<file path="src/rtl/divu_sequencer.sv">
// Sequencer for an external unsigned divider: runs the DIVU opcode sequence,
// keeps the HI/LO result pair and answers DIVU/MFHI/MFLO over valid/ready.
module divu_sequencer #(
  parameter int unsigned DIV_CYCLES = 32'd34,
  parameter int unsigned OUT_WAIT   = 32'd1
) (
  input  logic        clk,
  input  logic        reset,
  input  logic        req_valid,
  output logic        req_ready,
  input  logic [5:0]  req_op,
  input  logic [31:0] req_a,
  input  logic [31:0] req_b,
  output logic        rsp_valid,
  input  logic        rsp_ready,
  output logic [31:0] rsp_data,
  output logic        rsp_err,
  output logic        rsp_dz,
  output logic [5:0]  div_signal,
  output logic [31:0] div_dataA,
  output logic [31:0] div_dataB,
  output logic        div_reset,
  input  logic [63:0] div_dataOut,
  output logic        busy
);

  localparam logic [5:0] OP_DIVU  = 6'b011011;
  localparam logic [5:0] OP_MFHI  = 6'b010000;
  localparam logic [5:0] OP_MFLO  = 6'b010010;
  localparam logic [5:0] SIG_OUT  = 6'b111111;
  localparam logic [5:0] SIG_NONE = 6'b000000;
  localparam logic [6:0] ITER_LAST = 7'(DIV_CYCLES - 32'd1);
  localparam logic [6:0] OUT_LAST  = 7'(OUT_WAIT - 32'd1);

  typedef enum logic [2:0] {
    S_IDLE   = 3'd0,
    S_CLEAR  = 3'd1,
    S_ITER   = 3'd2,
    S_RESULT = 3'd3,
    S_RESP   = 3'd4
  } state_e;

  state_e      state_q, state_d;
  logic [6:0]  cnt_q, cnt_d;
  logic [31:0] hi_q, hi_d, lo_q, lo_d;
  logic [31:0] rsp_data_q, rsp_data_d, div_a_q, div_a_d, div_b_q, div_b_d;
  logic        rsp_valid_q, rsp_valid_d, rsp_err_q, rsp_err_d, rsp_dz_q, rsp_dz_d;
  logic        div_reset_q, div_reset_d, busy_q, busy_d;
  logic [5:0]  div_signal_q, div_signal_d;
  logic        accept_s;

  assign req_ready  = (state_q == S_IDLE);
  assign accept_s   = req_valid && (state_q == S_IDLE);
  assign rsp_valid  = rsp_valid_q;
  assign rsp_data   = rsp_data_q;
  assign rsp_err    = rsp_err_q;
  assign rsp_dz     = rsp_dz_q;
  assign div_signal = div_signal_q;
  assign div_dataA  = div_a_q;
  assign div_dataB  = div_b_q;
  assign div_reset  = div_reset_q;
  assign busy       = busy_q;

  // State and datapath registers.
  always_ff @(posedge clk or negedge reset) begin
    if (!reset) begin
      state_q      <= S_IDLE;
      cnt_q        <= 7'd0;
      hi_q         <= 32'd0;
      lo_q         <= 32'd0;
      rsp_valid_q  <= 1'b0;
      rsp_data_q   <= 32'd0;
      rsp_err_q    <= 1'b0;
      rsp_dz_q     <= 1'b0;
      div_signal_q <= SIG_NONE;
      div_a_q      <= 32'd0;
      div_b_q      <= 32'd0;
      div_reset_q  <= 1'b1;
      busy_q       <= 1'b0;
    end else begin
      state_q      <= state_d;
      cnt_q        <= cnt_d;
      hi_q         <= hi_d;
      lo_q         <= lo_d;
      rsp_valid_q  <= rsp_valid_d;
      rsp_data_q   <= rsp_data_d;
      rsp_err_q    <= rsp_err_d;
      rsp_dz_q     <= rsp_dz_d;
      div_signal_q <= div_signal_d;
      div_a_q      <= div_a_d;
      div_b_q      <= div_b_d;
      div_reset_q  <= div_reset_d;
      busy_q       <= busy_d;
    end
  end

  // Next-state logic.
  always_comb begin
    state_d = state_q;
    case (state_q)
      S_IDLE: begin
        if (!accept_s) state_d = S_IDLE;
        else if (req_op == OP_DIVU && req_b != 32'd0) state_d = S_CLEAR;
        else state_d = S_RESP;
      end
      S_CLEAR:  state_d = S_ITER;
      S_ITER: begin
        if (cnt_q == ITER_LAST) state_d = S_RESULT;
        else state_d = S_ITER;
      end
      S_RESULT: begin
        if (cnt_q == OUT_LAST) state_d = S_RESP;
        else state_d = S_RESULT;
      end
      S_RESP: begin
        if (rsp_ready) state_d = S_IDLE;
        else state_d = S_RESP;
      end
      default: state_d = S_IDLE;
    endcase
  end

  // Output/datapath values; outputs are registered from the upcoming state.
  always_comb begin
    cnt_d       = cnt_q;
    hi_d        = hi_q;
    lo_d        = lo_q;
    rsp_data_d  = rsp_data_q;
    rsp_err_d   = rsp_err_q;
    rsp_dz_d    = rsp_dz_q;
    div_a_d     = div_a_q;
    div_b_d     = div_b_q;
    rsp_valid_d = (state_d == S_RESP);
    busy_d      = (state_d != S_IDLE);
    div_reset_d = (state_d == S_CLEAR);
    case (state_d)
      S_ITER:   div_signal_d = OP_DIVU;
      S_RESULT: div_signal_d = SIG_OUT;
      default:  div_signal_d = SIG_NONE;
    endcase
    case (state_q)
      S_IDLE: begin
        if (accept_s) begin
          rsp_err_d = 1'b0;
          rsp_dz_d  = 1'b0;
          case (req_op)
            OP_DIVU: begin
              if (req_b != 32'd0) begin
                div_a_d = req_a;
                div_b_d = req_b;
              end else begin
                // Divide by zero never starts the divider; result is fixed.
                lo_d       = 32'hFFFF_FFFF;
                hi_d       = req_a;
                rsp_data_d = 32'hFFFF_FFFF;
                rsp_dz_d   = 1'b1;
              end
            end
            OP_MFHI: rsp_data_d = hi_q;
            OP_MFLO: rsp_data_d = lo_q;
            default: begin
              rsp_data_d = 32'd0;
              rsp_err_d  = 1'b1;
            end
          endcase
        end else begin
          cnt_d = cnt_q;
        end
      end
      S_CLEAR: cnt_d = 7'd0;
      S_ITER: begin
        if (cnt_q == ITER_LAST) cnt_d = 7'd0;
        else cnt_d = cnt_q + 7'd1;
      end
      S_RESULT: begin
        if (cnt_q == OUT_LAST) begin
          cnt_d      = 7'd0;
          lo_d       = div_dataOut[63:32];
          hi_d       = div_dataOut[31:0];
          rsp_data_d = div_dataOut[63:32];
        end else begin
          cnt_d = cnt_q + 7'd1;
        end
      end
      S_RESP: begin
        if (rsp_ready) begin
          rsp_err_d = 1'b0;
          rsp_dz_d  = 1'b0;
        end else begin
          rsp_err_d = rsp_err_q;
          rsp_dz_d  = rsp_dz_q;
        end
      end
      default: cnt_d = 7'd0;
    endcase
  end

endmodule

</file>
<file path="config.mk">
export PLATFORM = sky130hd
export DESIGN_NAME = divu_sequencer
export DESIGN_NICKNAME = d
export VERILOG_FILES = /design/src/rtl/divu_sequencer.sv
export SDC_FILE = /design/constraint.sdc
export NUM_CORES = 1
export LEC_CHECK = 0
export ABC_AREA = 1
export CAP_MARGIN = 40
export CELL_PAD_IN_SITES_DETAIL_PLACEMENT = 1
export CELL_PAD_IN_SITES_GLOBAL_PLACEMENT = 1
export CORE_MARGIN = 1.5
export CORE_UTILIZATION = 46
export DETAILED_ROUTE_END_ITERATION = 8
export DONT_BUFFER_PORTS = 1
export GPL_ROUTABILITY_DRIVEN = 0
export PLACE_DENSITY = 0.82
export REMOVE_ABC_BUFFERS = 1
export SLEW_MARGIN = 20
export SYNTH_ARGS = -nofsm -noshare
export SYNTH_HDL_FRONTEND = slang
export SYNTH_SLANG_ARGS = --single-unit
</file>
<file path="constraint.sdc">
create_clock -name clk -period 2.3 [get_ports clk]
set_input_delay 0.69 -clock clk [delete_from_list [all_inputs] [get_ports clk]]
set_output_delay 0.69 -clock clk [all_outputs]
set_load 0.1 [all_outputs]
</file>
==> flow_metrics.tcl <==
set metrics [dict create \
    comb_power_share_pct 27.2 \
    multi_input_gate_area_in_the_final_layout_um2 3310 \
    worst-setup-path-type "reg2out" \
    placement_rows 48 \
    power_switching_mw 3.65 \
    synth_warnings 0 \
    grt_start_max_net_pins 178 \
    finalWirelength_um 25700 \
    ys_top_cells_by_area "dfrtp_1, nand2_1, nor2_1" \
    p_per_area_nw_per_um2 1000 \
    synth_largest_area_cell "dfrtp_1" \
    cts_inserted_buffers 17 \
    outcome "finished with violations" \
    filler_cell_count 2118 \
    asyncSetResetFlopFracSynth_pct 100 \
    h_tree_depth 4 \
    area_growth_syn_to_layout_pct 20.4 \
    stdcell_area_um2 9910 \
    first_iter_violations 478 \
    max_ir_drop_vdd_mv 0.612 \
    critical_path_peak_fanout 5 \
    rsz0062_at_grt "false" \
    grt_remaining_overflow 0 \
    dp_hpwl_um 17300 \
    cts.sink_count 177 \
    dieHeight_um 137 \
    ys_seq_area_share_pct 53.8 \
    cts_tree "built" \
    place.port_buffers 0 \
    start_util_pct 47.3 \
    first_pass_iters 4 \
    detail-route-antenna-nets 0 \
    regArea_um2 4440 \
    num_io_pins 246 \
    timing_max_transition_violations_final 0 \
    initial_antenna_violation_count 0 \
    clkSlewWorstSetupHoldPaths_ps 70 \
    violations "hold timing" \
    power_mw 9.95 \
    clock_power_share_pct 30.0 \
    timing.max_slew.rel_slack_pct 64.1 \
    insertion_delay_ps 430 \
    worst_ep_arrival_time_ps 1540 \
    critPathRequiredTime_ps 1610 \
    drive_above_1_share_pct 15.8 \
    drv_cap 0 \
    die-area_um2 18700 \
    endpoint_kind "output pin" \
    post_syn_area_um2 8240 \
    global_route_wire_length_before_repair_um 40400 \
    unique_masters_post_synth 31 \
    report.final.hold_viol_count 44 \
    worstMarginPinSlew_ps 543 \
    via_per_inst 5.46 \
    antenna_cells_inserted 0 \
    drt_drc_violations_left 0 \
    clock-root-buffer "clkbuf_16" \
    finalSetupViolCount 0 \
    share_seq_of_total_power_pct 42.8 \
    p_sw_share_pct 36.7 \
    post_synth_inst_count 1017 \
    vias 7323 \
    finalHoldWorstSlack_ps -42.9 \
    period_share_pct 96.9 \
    static-leakage-power_nw 5.31 \
    ys_seq_elements 177 \
    ctsLongestPathBuffers 2 \
    floorplan.die.width_um 137 \
    grtUsageTotal_pct 28.4 \
    grt_pass1_vias 7815 \
    fin_crit_period_ps 2230 \
    startpoint_type "flop" \
    clock_skew_ps 9.93 \
    core_um2 17400 \
    syn-mean-instance-area_um2 8.10 \
    routedWlPerCell_um 19.2 \
    p_int_mw 6.30 \
    finalNetCount 1244 \
    placedInstanceArea_um2 9310 \
    hold_path_class "in2async" \
    yosys_most_used_dff "dfrtp_1" \
    synth_top_area_share_pct 53.5 \
    synth_enable_flop_cells 0 \
    fmaxAchievable_ghz 0.449 \
]
registers in the layout, indices dropped and copies added (netlist names):
name and cells:
rsp_data 32, rsp_err 1, div_reset 1, hi_q 32, rsp_dz 1, rsp_valid 1
lo_q 32, cnt_q 7, div_signal 2, state_q 3, div_dataA 32, div_dataB 32
busy 1
kinds of logic after synthesis:
logic type               after synthesis  synth area share [%]
AND/OR/NAND/NOR                      576                  28.3
flip-flops                           177                  53.8
AO/OA/AOI/OAI                        120                  7.64
buffers and inverters                115                  6.62
multiplexers                          25                  3.04
adder cells (fa/ha/maj)                3                 0.456
XOR/XNOR                               1                 0.106
worst max-delay path: stages (launching register included):
cell,delay [ps]
dfrtp_2,470
inv_1,130
nand2_1,160
inv_1,150
buf_12,200
per-layer routing:
layer  wire (µm)  track usage [%]  vias to the layer above  part of all wire, %
li1            -                -                     3414                    -
met1        9960             33.1                     3611                   39
met2       13200             50.9                      256                   51
met3        1890             6.67                       42                  7.3
met4         643             10.4                        0                  2.5
met5           0                0                        -                    0
repair_timing:
item	CTS	global route
setup endpoints to repair	1	1
pin swaps	1	0
hold endpoints to repair	176	176
gates resized for setup	0	1
buffers inserted	1	0
metrics by stage:
stage,setup TNS [ps],std cells,util (%),setup slack (ps)
after floorplan,-236660,955,-,-1910
after global placement,0,1307,53.3,175
after detailed placement,0,1308,53.4,85.7
after CTS,0,1341,56.9,23.4
after global routing,0,1341,56.9,40.2
final,0,1341,56.9,71.0
cell usage in the layout, fill, tap and decap left out, drive strengths merged:
cell / netlist / final
nand3: 38 / 38
ha: 3 / 3
xor2: 1 / 1
clkinv: 1 / 4
a21oi: 5 / 5
dfstp: 1 / 1
nand2: 375 / 375
dfrtp: 176 / 176
mux2i: 25 / 25
nor3: 1 / 1
inv: 52 / 52
o22ai: 2 / 2
a41oi: 1 / 1
a32o: 1 / 1
o21ai: 110 / 110
o21a: 1 / 1
clkinvlp: 0 / 3
nor2: 126 / 126
bufinv: 0 / 3
buf: 42 / 129
nand4: 36 / 36
clkbuf: 20 / 23
cell usage after synthesis, types with 2 or more instances:
cell / n
dfrtp_1: 176
buf_2: 25
mux2i_1: 25
nor2_1: 123
nand2_1: 374
buf_1: 4
o21ai_1: 64
o22ai_1: 2
nand4_1: 36
ha_1: 3
clkbuf_1: 20
buf_4: 4
o21ai_0: 42
nand3_1: 37
inv_1: 51
buf_6: 9
o21ai_2: 4
a21oi_1: 5
worst paths after layout:
path | from | endpoint | slack (ps) | cells past startpoint
max in group asynchronous | reset | div_dataA[10] | 1890 | 0
hold reg to reg | rsp_data[3] | rsp_data[3] | 480 | 2
setup reg to reg | cnt_q[0] | lo_q[23] | 290 | 10
hold / removal | reset | div_dataA[26] | -40 | 0
setup / recovery | state_q[2] | req_ready | 70 | 4
min in group clk | req_a[23] | div_dataA[23] | 370 | 2
power by group through the flow:
stage	clock network (mW)	logic [mW]	registers, mW
2_1_floorplan	0	0.850	5.40
4_1_cts	3.02	2.73	4.26
3_3_place_gp	0	2.53	4.29
6_report	2.98	2.71	4.26
5_1_grt	3.13	2.91	4.35
3_5_place_dp	0	2.70	4.28
area by class of cell:
type,instances,share of cell area (%)
Timing Repair Buffer,129,11.0
Clock inverter,9,1.33
Clock buffer,23,4.72
Sequential cell,177,44.8
Tap cell,225,2.84
Inverter,53,2.01
Multi-Input combinational cell,725,33.4
No activity file was read; power rests on OpenSTA's default activity.
